**config.mk**
```make
export PLATFORM = sky130hd
export DESIGN_NAME = data_memory_bam_responder_flat
export DESIGN_NICKNAME = d
export VERILOG_FILES = /design/src/rtl/data_memory_bam_responder_pkg.sv /design/src/rtl/data_memory_bam_responder_if.sv /design/src/rtl/data_memory_bam_responder_ram.sv /design/src/rtl/data_memory_bam_responder.sv /design/src/flat_wrapper.sv
export SDC_FILE = /design/constraint.sdc
export NUM_CORES = 2
export LEC_CHECK = 0
export BUFFER_PORTS_ARGS = -buffer_cell sky130_fd_sc_hd__buf_2
export CAP_MARGIN = 15
export CORE_ASPECT_RATIO = 1.25
export CORE_MARGIN = 1
export CORE_UTILIZATION = 40
export DETAILED_ROUTE_END_ITERATION = 7
export PLACE_DENSITY = 0.66
export SKIP_LAST_GASP = 1
export SLEW_MARGIN = 20
export SYNTH_ARGS = -nofsm -noshare
export SYNTH_HDL_FRONTEND = slang
export SYNTH_SLANG_ARGS = --single-unit
```
**constraint.sdc**
```tcl
create_clock -name clk -period 5.5 [get_ports clk]
set_input_delay 0 -clock clk [delete_from_list [all_inputs] [get_ports clk]]
set_output_delay 0 -clock clk [all_outputs]
set_load 0.05 [all_outputs]
```
**src/rtl/data_memory_bam_responder_pkg.sv**
```systemverilog
// Shared definitions for the word-RAM load/store responder:
// FSM state encoding, legal lane-mask constants and small lane helpers.
package data_memory_bam_responder_pkg;

  typedef enum logic [1:0] {
    ST_IDLE = 2'd0,
    ST_READ = 2'd1,
    ST_RESP = 2'd2
  } state_t;

  localparam logic [3:0] BYTES_NONE = 4'b0000;
  localparam logic [3:0] BYTES_BYTE = 4'b0001;
  localparam logic [3:0] BYTES_HALF = 4'b0011;
  localparam logic [3:0] BYTES_WORD = 4'b1111;

  function automatic logic bytes_legal(input logic [3:0] b);
    return (b == BYTES_NONE) || (b == BYTES_BYTE) ||
           (b == BYTES_HALF) || (b == BYTES_WORD);
  endfunction

  // Expand a 4-bit lane mask into a 32-bit bit mask.
  function automatic logic [31:0] lanes_to_bits(input logic [3:0] lanes);
    logic [31:0] bits;
    bits = '0;
    for (int i = 0; i < 4; i++) begin
      bits[8*i +: 8] = {8{lanes[i]}};
    end
    return bits;
  endfunction

endpackage

```
**src/rtl/data_memory_bam_responder_if.sv**
```systemverilog
// Request/response bus between a requester (master) and the memory
// responder (slave); one request in flight at a time.
interface data_memory_bam_responder_if #(
  parameter int ADDR_W = 6
) ();
  logic              req_valid;
  logic              req_ready;
  logic [ADDR_W+1:0] req_addr;
  logic [3:0]        req_bytes;
  logic              req_wren;
  logic [31:0]       req_data;
  logic              resp_valid;
  logic              resp_ready;
  logic [31:0]       resp_data;
  logic              resp_err;

  modport master (
    output req_valid, req_addr, req_bytes, req_wren, req_data, resp_ready,
    input  req_ready, resp_valid, resp_data, resp_err
  );

  modport slave (
    input  req_valid, req_addr, req_bytes, req_wren, req_data, resp_ready,
    output req_ready, resp_valid, resp_data, resp_err
  );
endinterface

```
**src/rtl/data_memory_bam_responder_ram.sv**
```systemverilog
// Word RAM: ADDR_L x 32, one write port, registered read, contents
// survive reset.
module data_memory_bam_responder_ram #(
  parameter int ADDR_L = 64,
  parameter int ADDR_W = $clog2(ADDR_L)
) (
  input  logic              clk,
  input  logic              re,
  input  logic [ADDR_W-1:0] raddr,
  output logic [31:0]       rdata,
  input  logic              we,
  input  logic [ADDR_W-1:0] waddr,
  input  logic [31:0]       wdata
);

  logic [31:0] mem [ADDR_L];
  logic [31:0] rdata_reg;

  always_ff @(posedge clk) begin
    if (we) begin
      mem[waddr] <= wdata;
    end
    if (re) begin
      rdata_reg <= mem[raddr];
    end
  end

  assign rdata = rdata_reg;

endmodule

```
**src/rtl/data_memory_bam_responder.sv**
```systemverilog
// Load/store responder: accepts one byte/half/word request, reads the word
// RAM, then either returns shifted load data or read-modify-writes the word.
module data_memory_bam_responder
  import data_memory_bam_responder_pkg::*;
#(
  parameter int ADDR_L = 64,
  parameter int ADDR_W = $clog2(ADDR_L)
) (
  input logic                          clk,
  input logic                          rst_n,
  data_memory_bam_responder_if.slave   bus
);

  state_t            state_reg;
  logic              req_ready_reg;
  logic              resp_valid_reg;
  logic [31:0]       resp_data_reg;
  logic              resp_err_reg;
  logic [ADDR_W+1:0] addr_reg;
  logic [3:0]        bytes_reg;
  logic              wren_reg;
  logic [31:0]       data_reg;

  logic              accept;
  logic [1:0]        off;
  logic [7:0]        emask_wide;
  logic [31:0]       emask_bits;
  logic              misaligned;
  logic [31:0]       ram_rdata;
  logic [31:0]       load_data;
  logic [31:0]       merged;
  logic              ram_we;

  assign accept = bus.req_valid & req_ready_reg;

  // The RAM read is launched on the acceptance edge so the word is ready in READ.
  data_memory_bam_responder_ram #(
    .ADDR_L (ADDR_L),
    .ADDR_W (ADDR_W)
  ) u_ram (
    .clk   (clk),
    .re    (accept),
    .raddr (bus.req_addr[ADDR_W+1:2]),
    .rdata (ram_rdata),
    .we    (ram_we),
    .waddr (addr_reg[ADDR_W+1:2]),
    .wdata (merged)
  );

  assign off        = addr_reg[1:0];
  assign emask_wide = {4'b0000, bytes_reg} << off;
  // Any lane pushed past lane 3 means the access straddles a word.
  assign misaligned = !bytes_legal(bytes_reg) || (emask_wide[7:4] != 4'b0000);

  generate
    for (genvar gi = 0; gi < 4; gi++) begin : g_lane
      assign emask_bits[8*gi +: 8] = {8{emask_wide[gi]}};
    end
  endgenerate

  assign load_data = (ram_rdata >> {off, 3'b000}) & lanes_to_bits(bytes_reg);
  assign merged    = ((data_reg << {off, 3'b000}) & emask_bits) | (ram_rdata & ~emask_bits);
  // Gating with rst_n drops a store whose READ cycle is hit by reset.
  assign ram_we    = rst_n && (state_reg == ST_READ) && wren_reg &&
                     !misaligned && (bytes_reg != BYTES_NONE);

  always_ff @(posedge clk) begin
    if (!rst_n) begin
      state_reg      <= ST_IDLE;
      req_ready_reg  <= 1'b1;
      resp_valid_reg <= 1'b0;
      resp_data_reg  <= '0;
      resp_err_reg   <= 1'b0;
      addr_reg       <= '0;
      bytes_reg      <= '0;
      wren_reg       <= 1'b0;
      data_reg       <= '0;
    end else begin
      case (state_reg)
        ST_IDLE: begin
          if (accept) begin
            addr_reg      <= bus.req_addr;
            bytes_reg     <= bus.req_bytes;
            wren_reg      <= bus.req_wren;
            data_reg      <= bus.req_data;
            req_ready_reg <= 1'b0;
            state_reg     <= ST_READ;
          end
        end
        ST_READ: begin
          resp_valid_reg <= 1'b1;
          resp_err_reg   <= misaligned;
          resp_data_reg  <= (misaligned || wren_reg) ? 32'h0 : load_data;
          state_reg      <= ST_RESP;
        end
        ST_RESP: begin
          if (bus.resp_ready) begin
            resp_valid_reg <= 1'b0;
            resp_data_reg  <= '0;
            resp_err_reg   <= 1'b0;
            req_ready_reg  <= 1'b1;
            state_reg      <= ST_IDLE;
          end
        end
        default: begin
          state_reg      <= ST_IDLE;
          req_ready_reg  <= 1'b1;
          resp_valid_reg <= 1'b0;
        end
      endcase
    end
  end

  assign bus.req_ready  = req_ready_reg;
  assign bus.resp_valid = resp_valid_reg;
  assign bus.resp_data  = resp_data_reg;
  assign bus.resp_err   = resp_err_reg;

endmodule
```
**src/flat_wrapper.sv**
```systemverilog
// flat-port wrapper written by rule: the top's interface ports become plain ports
module data_memory_bam_responder_flat import data_memory_bam_responder_pkg::*;
#(
  parameter int ADDR_L = 64,
  parameter int ADDR_W = $clog2(ADDR_L)
)
  (clk, rst_n, bus_req_valid, bus_req_addr, bus_req_bytes, bus_req_wren, bus_req_data, bus_resp_ready, bus_req_ready, bus_resp_valid, bus_resp_data, bus_resp_err);
  data_memory_bam_responder_if #(.ADDR_W(ADDR_W)) bus_i ();
  input logic clk;
  input logic rst_n;
  input wire logic [$bits(bus_i.req_valid)-1:0] bus_req_valid;
  input wire logic [$bits(bus_i.req_addr)-1:0] bus_req_addr;
  input wire logic [$bits(bus_i.req_bytes)-1:0] bus_req_bytes;
  input wire logic [$bits(bus_i.req_wren)-1:0] bus_req_wren;
  input wire logic [$bits(bus_i.req_data)-1:0] bus_req_data;
  input wire logic [$bits(bus_i.resp_ready)-1:0] bus_resp_ready;
  output wire logic [$bits(bus_i.req_ready)-1:0] bus_req_ready;
  output wire logic [$bits(bus_i.resp_valid)-1:0] bus_resp_valid;
  output wire logic [$bits(bus_i.resp_data)-1:0] bus_resp_data;
  output wire logic [$bits(bus_i.resp_err)-1:0] bus_resp_err;
  assign bus_i.req_valid = bus_req_valid;
  assign bus_i.req_addr = bus_req_addr;
  assign bus_i.req_bytes = bus_req_bytes;
  assign bus_i.req_wren = bus_req_wren;
  assign bus_i.req_data = bus_req_data;
  assign bus_i.resp_ready = bus_resp_ready;
  assign bus_req_ready = bus_i.req_ready;
  assign bus_resp_valid = bus_i.resp_valid;
  assign bus_resp_data = bus_i.resp_data;
  assign bus_resp_err = bus_i.resp_err;
  data_memory_bam_responder #(.ADDR_L(ADDR_L), .ADDR_W(ADDR_W)) u_core (.clk(clk), .rst_n(rst_n), .bus(bus_i));
endmodule
```
After elaboration in Yosys (flattened, before gate mapping) --
Memory sizes are Yosys's and may differ from the RTL's. A register that Yosys moved wholly into a read port is not among the register bits. Index checks and enable logic that the tools add are counted.
Operators by class: add/sub/neg operators 0, $mul 0, divide/modulo/power cells 0, $lt $le $gt $ge 0, equal/unequal tests 7, shift-type cells 3, multiplexer cells 14, bitwise operators 8, reductions and logical operators 21
Operators by type and width (number):
- $and 32x32->32 | 3
- $mux 32 | 2
- $pmux 32 s2 | 1
- $not 32->32 | 1
- $or 32x32->32 | 1
- $shl 32x5->32 | 1
- $shr 32x5->32 | 1
- $reduce_and 2->1 | 4
- $reduce_bool 4->1 | 2
- $shl 4x2->8 | 1
- $pmux 1 s3 | 2
- $pmux 2 s3 | 1
- $logic_or 1x1->1 | 5
- $mux 1 | 5
- $eq 4x1->1 const B | 1
- $eq 4x2->1 const B | 1
- $eq 4x4->1 const B | 1
- $logic_and 1x1->1 | 4
- $logic_not 4->1 | 1
- $mux 2 | 2
- $reduce_and 3->1 | 1
- $eq 2x1->1 const B | 1
- $eq 2x2->1 const B | 1
- $logic_not 1->1 | 2
- other kinds (7) | 8
Storage, ports and cells: register bits after elaboration 82, latch bits 0, memory bits (writable) 2048, memory bits (read-only) 0, word-level logic and storage cells 63, memories kept 1
Memories:
- u_core.u_ram.mem | words 64, bits a word 32, read ports 1, clocked after memory_dff 1, wr ports 1, line data_memory_bam_responder_ram.sv:16 | logic [31:0] mem [ADDR_L];

Longest topological paths before layout --
depth in word-level cells 11, depth in mapped cells 10

Modules after synthesis --
A second synthesis with hierarchy kept.
Unflattened totals: cells, all modules 3819, area, all modules 83487.6 um2
Modules (own cells, without submodules):
- data_memory_bam_responder_ram | times used 1, cells an instance 3324, area an instance 78835.6 um2, sequential area each 62459.9 um2
- data_memory_bam_responder | times used 1, cells an instance 495, area an instance 4652.0 um2, sequential area each 1641.6 um2

Worst setup path before layout --
Ideal clock, no wire load.
kind register -> register, start point register u_core.addr_reg[1], end point memory u_core.u_ram.mem[10][0], enable pin, setup time 0.501 ns, data arrival time 4.612 ns, required time 4.999 ns, setup slack 0.387 ns, stages on the path, launching flop included 9, clock period less this slack 5.113 ns, cells stage by stage dfxtp_1 > buf_2 > a211oi_1 > a41o_1 > a21oi_1 > or2_2 > buf_2 > buf_2 > nor4_1
Between the ends: word-level cells in the longest chain between the ends 8
RTL lines:
- start: declaration | line data_memory_bam_responder.sv:19 | logic [ADDR_W+1:0] addr_reg;
- start signal: assignment | line data_memory_bam_responder.sv:82 | addr_reg <= bus.req_addr;
- $shl 4x2->8 | line data_memory_bam_responder.sv:51 | assign emask_wide = {4'b0000, bytes_reg} << off;
- $reduce_bool 4->1 | line data_memory_bam_responder.sv:53 | assign misaligned = !bytes_legal(bytes_reg) || (emask_wide[7:4] != 4'b0000);
- $logic_or 1x1->1 | line data_memory_bam_responder.sv:53
- $logic_not 1->1 | line data_memory_bam_responder.sv:65 | !misaligned && (bytes_reg != BYTES_NONE);
- $logic_and 1x1->1 | line data_memory_bam_responder.sv:64 | assign ram_we = rst_n && (state_reg == ST_READ) && wren_reg &&
- $logic_and 1x1->1 | line data_memory_bam_responder.sv:65
- $mux 1 | line data_memory_bam_responder_ram.sv:20 | if (we) begin
- $mux 1 (not written as such) | line data_memory_bam_responder_ram.sv:21 | mem[waddr] <= wdata;
- end: declaration | line data_memory_bam_responder_ram.sv:16
Every way passes these cells.

Worst setup path in the final report --
start point register u_core.addr_reg[1], end point memory u_core.u_ram.mem[28][20], data pin
Between the ends: word-level cells in the longest chain between the ends 4
RTL lines:
- branches (longest 3 deep; another with $shl 32x5->32)
- $or 32x32->32 (*) | line data_memory_bam_responder.sv:62 | assign merged = ((data_reg << {off, 3'b000}) & emask_bits) | (ram_rdata & ~emask_bits);
- net u_core.merged[20] | line data_memory_bam_responder.sv:31 | logic [31:0] merged;
Mark *: on every way through the listed nets, which the timed path passes.

==> flow_metrics.py <==
metrics = {
    "placement": {
        "gp_congestion": 0.937,
        "dpl.hpwl_mm": 132,
        "place_inst": 6777,
        "numPortBuffers": 83,
        "pre_cts_ws_ps": 1480,
    },
    "global_routing": {
        "grt_use_met3_pct": 3.24,
        "grt_pass1_vias": 42700,
        "grt_pass1_wl_mm": 315,
        "antenna_found_initial": 10,
        "grt.total_usage_pct": 20.9,
        "overflow": 0,
        "grt_max_degree": 102,
        "busiest_layer": "met2",
        "grt_use_met1_pct": 26.9,
        "use_met2_pct": 34.6,
    },
    "power_and_ir_drop": {
        "clkPwrFrac_pct": 39.1,
        "p_leak_nw": 30.0,
        "p_switching_mw": 8.03,
        "p_seq_share_pct": 53.5,
        "worst_ir_drop_vdd_uv": 287,
        "intPower_mw": 26.8,
        "total_power_mw": 34.8,
        "power.share.combinational_pct": 7.4,
        "p_sw_share_pct": 23.1,
        "p_per_area_mw_per_mm2": 363,
    },
    "floorplanning": {
        "ioPinCount": 84,
        "core_mm2": 0.208,
        "dieArea_mm2": 0.211,
        "row_count": 187,
        "die_width_um": 411,
        "start_util_pct": 40.2,
        "dieHeight_um": 513,
    },
    "finish": {
        "area_growth_pct": 14.9,
        "multi_input_area_mm2": 0.0187,
        "regMostFlops": "u_core.u_ram.mem",
        "fin_nets": 4415,
        "ff_latch_area_mm2": 0.0641,
        "fin_cells": 7284,
        "drive_gt1_share_pct": 25.8,
        "largest_reg_flops": 2048,
        "fillers": 16900,
        "final_core_util_pct": 46.2,
    },
    "cts": {
        "clk_pin_slew_ps": 60,
        "cts_made_buffers": 196,
        "clockBufferDepth": 3,
        "cts.sinks": 2162,
        "cts_tree": "yes",
        "clock_latency_ps": 850,
        "cts_root_buf": "clkbuf_16",
        "cts_setup_buffers": 0,
        "htree_levels": 4,
    },
    "logic_synthesis": {
        "synth_edf_count": 2080,
        "syn_nets": 4088,
        "ys_warn_count": 0,
        "synth_area_mm2": 0.0835,
        "ys.flop_type": "edfxtp_1",
        "netlist_instances": 4039,
        "yosys.area.top_type": "edfxtp_1",
        "synth-async-reset-ratio_pct": 0,
        "synth.top_cell.area_share_pct": 74.8,
        "synth_cell_types": 49,
        "synth_area_leaders": "edfxtp_1 (75%), mux4_2 (12%), dfxtp_1 (2.0%), mux2i_1 (1.8%), nand2_1 (1.0%)",
        "ys_seq_elements": 2162,
        "ys_seq_area_share_pct": 76.8,
        "syn_area_per_cell_um2": 20.7,
    },
    "sta": {
        "setup_ws_ps": 1510,
        "relSlewSlack_pct": 13.5,
        "fmax_ghz": 0.251,
        "rsz0062_at_grt": "no",
        "slew_viol_final": 0,
        "fin_worst_skew_ps": 36.6,
        "finalSetupTns_ps": 0,
        "worstMarginPinSlew_ps": 1290,
        "setup_viol": 0,
        "timing.final.crit_share_pct": 72.5,
        "min_period_ps": 3990,
        "hold_violations": 0,
    },
    "detailed_routing": {
        "drt.antenna.violating_nets": 0,
        "drc": 38,
        "drt_iter0_drc": 5141,
        "wire_per_inst_um": 30.5,
        "via_per_inst": 5.87,
        "wl_mm": 222,
        "drt-pass1-iter-count": 8,
        "vias": 42800,
    },
    "worst_hold_path": {
        "hp-class": "in -> reg",
        "hold_start": "bus_req_addr[2]",
        "hold_path_depth": 4,
    },
    "outcome": {
        "violations": "design-rule violations",
        "status": "finished, violations left",
    },
    "critical_path": {
        "reg2reg_from": "u_core.addr_reg[1]$_SDFFE_PN0P_",
        "crit_top_cell": "buf_4",
        "start_kind": "register",
        "r2r_setup_slack_ps": 1510,
        "crit_type": "reg -> reg",
        "cp-end-kind": "register",
        "path_cells": "buf_4 -> mux2_2 -> a22o_1 -> nor2_1 -> a21oi_4 -> buf_4",
        "worstPathArrival_ps": 4600,
        "startpoint": "u_core.addr_reg[1]$_SDFFE_PN0P_",
        "slowest_delay_ps": 910,
        "cp_slowest_cell": "a21oi_4",
        "ff2ff_path_depth": 6,
        "worstPathRequired_ps": 6110,
        "crit_fanout": 33,
    },
    "job": {
        "cap_violations": 0,
    },
}
==> cell usage after synthesis (19+ instances only) <==
cell      instances
edfxtp_1       2080
mux4_2          460
nand2_1         228
mux2i_1         152
o22ai_1         104
clkbuf_1         96
buf_2            91
dfxtp_1          82
a21oi_1          60
a22oi_1          56
nand3_1          56
nor2_1           50
nor4_1           50
a21boi_0         46
mux2_2           45
o221ai_1         38
buf_4            37
nor3_1           34
a211oi_1         26
nor2b_1          26
buf_1            23
a31oi_1          19
==> logic make-up after synthesis <==
| group | count (synthesis) | synth area share, % |
|---|---|---|
| AO/OA/AOI/OAI | 468 | 4.08 |
| buffers and inverters | 264 | 1.59 |
| flip-flops | 2162 | 76.8 |
| multiplexers | 657 | 14.8 |
| AND/OR/NAND/NOR | 488 | 2.73 |
==> cells in the final DEF, fill, tap and decap left out, drive strengths merged, types with 34 or more instances in the layout <==
master       synthesis  final
nor3                34     34
a21oi               60     60
nand3               56     56
a22oi               56     56
edfxtp            2080   2080
dfxtp               82     82
dlygate4sd3          0    130
mux2i              152    152
nor2                51     51
nor4                50     50
buf                162    257
nand2              228    228
mux2                45     45
a21boi              46     46
o22ai              104    104
clkinv               0     92
clkbuf              96    235
o221ai              38     38
mux4               460    460
==> power by group through the flow <==
| stage | Combinational (mW) | Clock [mW] | Sequential [mW] |
|---|---|---|---|
| 2_1_floorplan | 1.31 | 0 | 19.0 |
| 3_3_place_gp | 2.40 | 0 | 19.0 |
| 3_5_place_dp | 2.47 | 0 | 19.0 |
| 4_1_cts | 2.55 | 13.8 | 18.6 |
| 5_1_grt | 2.67 | 14.4 | 18.6 |
| 6_report | 2.58 | 13.6 | 18.6 |
==> path summary, 6_finish.rpt <==
kind | to
worst max-delay path | u_core.u_ram.mem[28][20]$_DFFE_PP_
worst min-delay path | u_core.addr_reg[2]$_SDFFE_PN0P_
worst max register to register | u_core.u_ram.mem[28][20]$_DFFE_PP_
worst min register to register | u_core.bus.resp_data[10]$_SDFFE_PN0P_
==> worst max-delay path: cells and delay by family (launching register included) <==
kind                   cells  cell delay [ps]
AOI/OAI and AO/OA          2             1720
buffers and inverters      2              890
DFF                        1              730
muxes                      1              220
and+or+nand+nor            1              170
==> through the flow <==
step	hold WS (ps)	cell area [um^2]
floorplan	145	83500
finish	116	95900
CTS	54.3	95900
global placement	257	88100
detailed placement	260	88200
global route	129	95900
==> area by class of cell <==
class | count | area share [%]
sequential | 2162 | 66.8
multi-input combinational | 1613 | 19.5
clock buffer | 235 | 5.33
tap | 2740 | 3.57
timing repair buffer | 387 | 3.39
clock inverter | 133 | 1.33
inverter | 6 | 0.0235
antenna | 8 | 0.0209
==> metal layers <==
metal,part of all wire [%],routed length [um],up-vias
met5,0.0036,8,-
met4,5.1,11300,2
met2,50,110000,2081
met3,7.6,16900,405
met1,38,83500,22700
li1,-,-,17600
==> timing repair <==
item | 4_1_cts | 5_1_grt
hold buffers | 130 | 0
endpoints found under the hold margin | 118 | 0
resized for setup | 0 | 0
(Power assumes the default switching activity.)
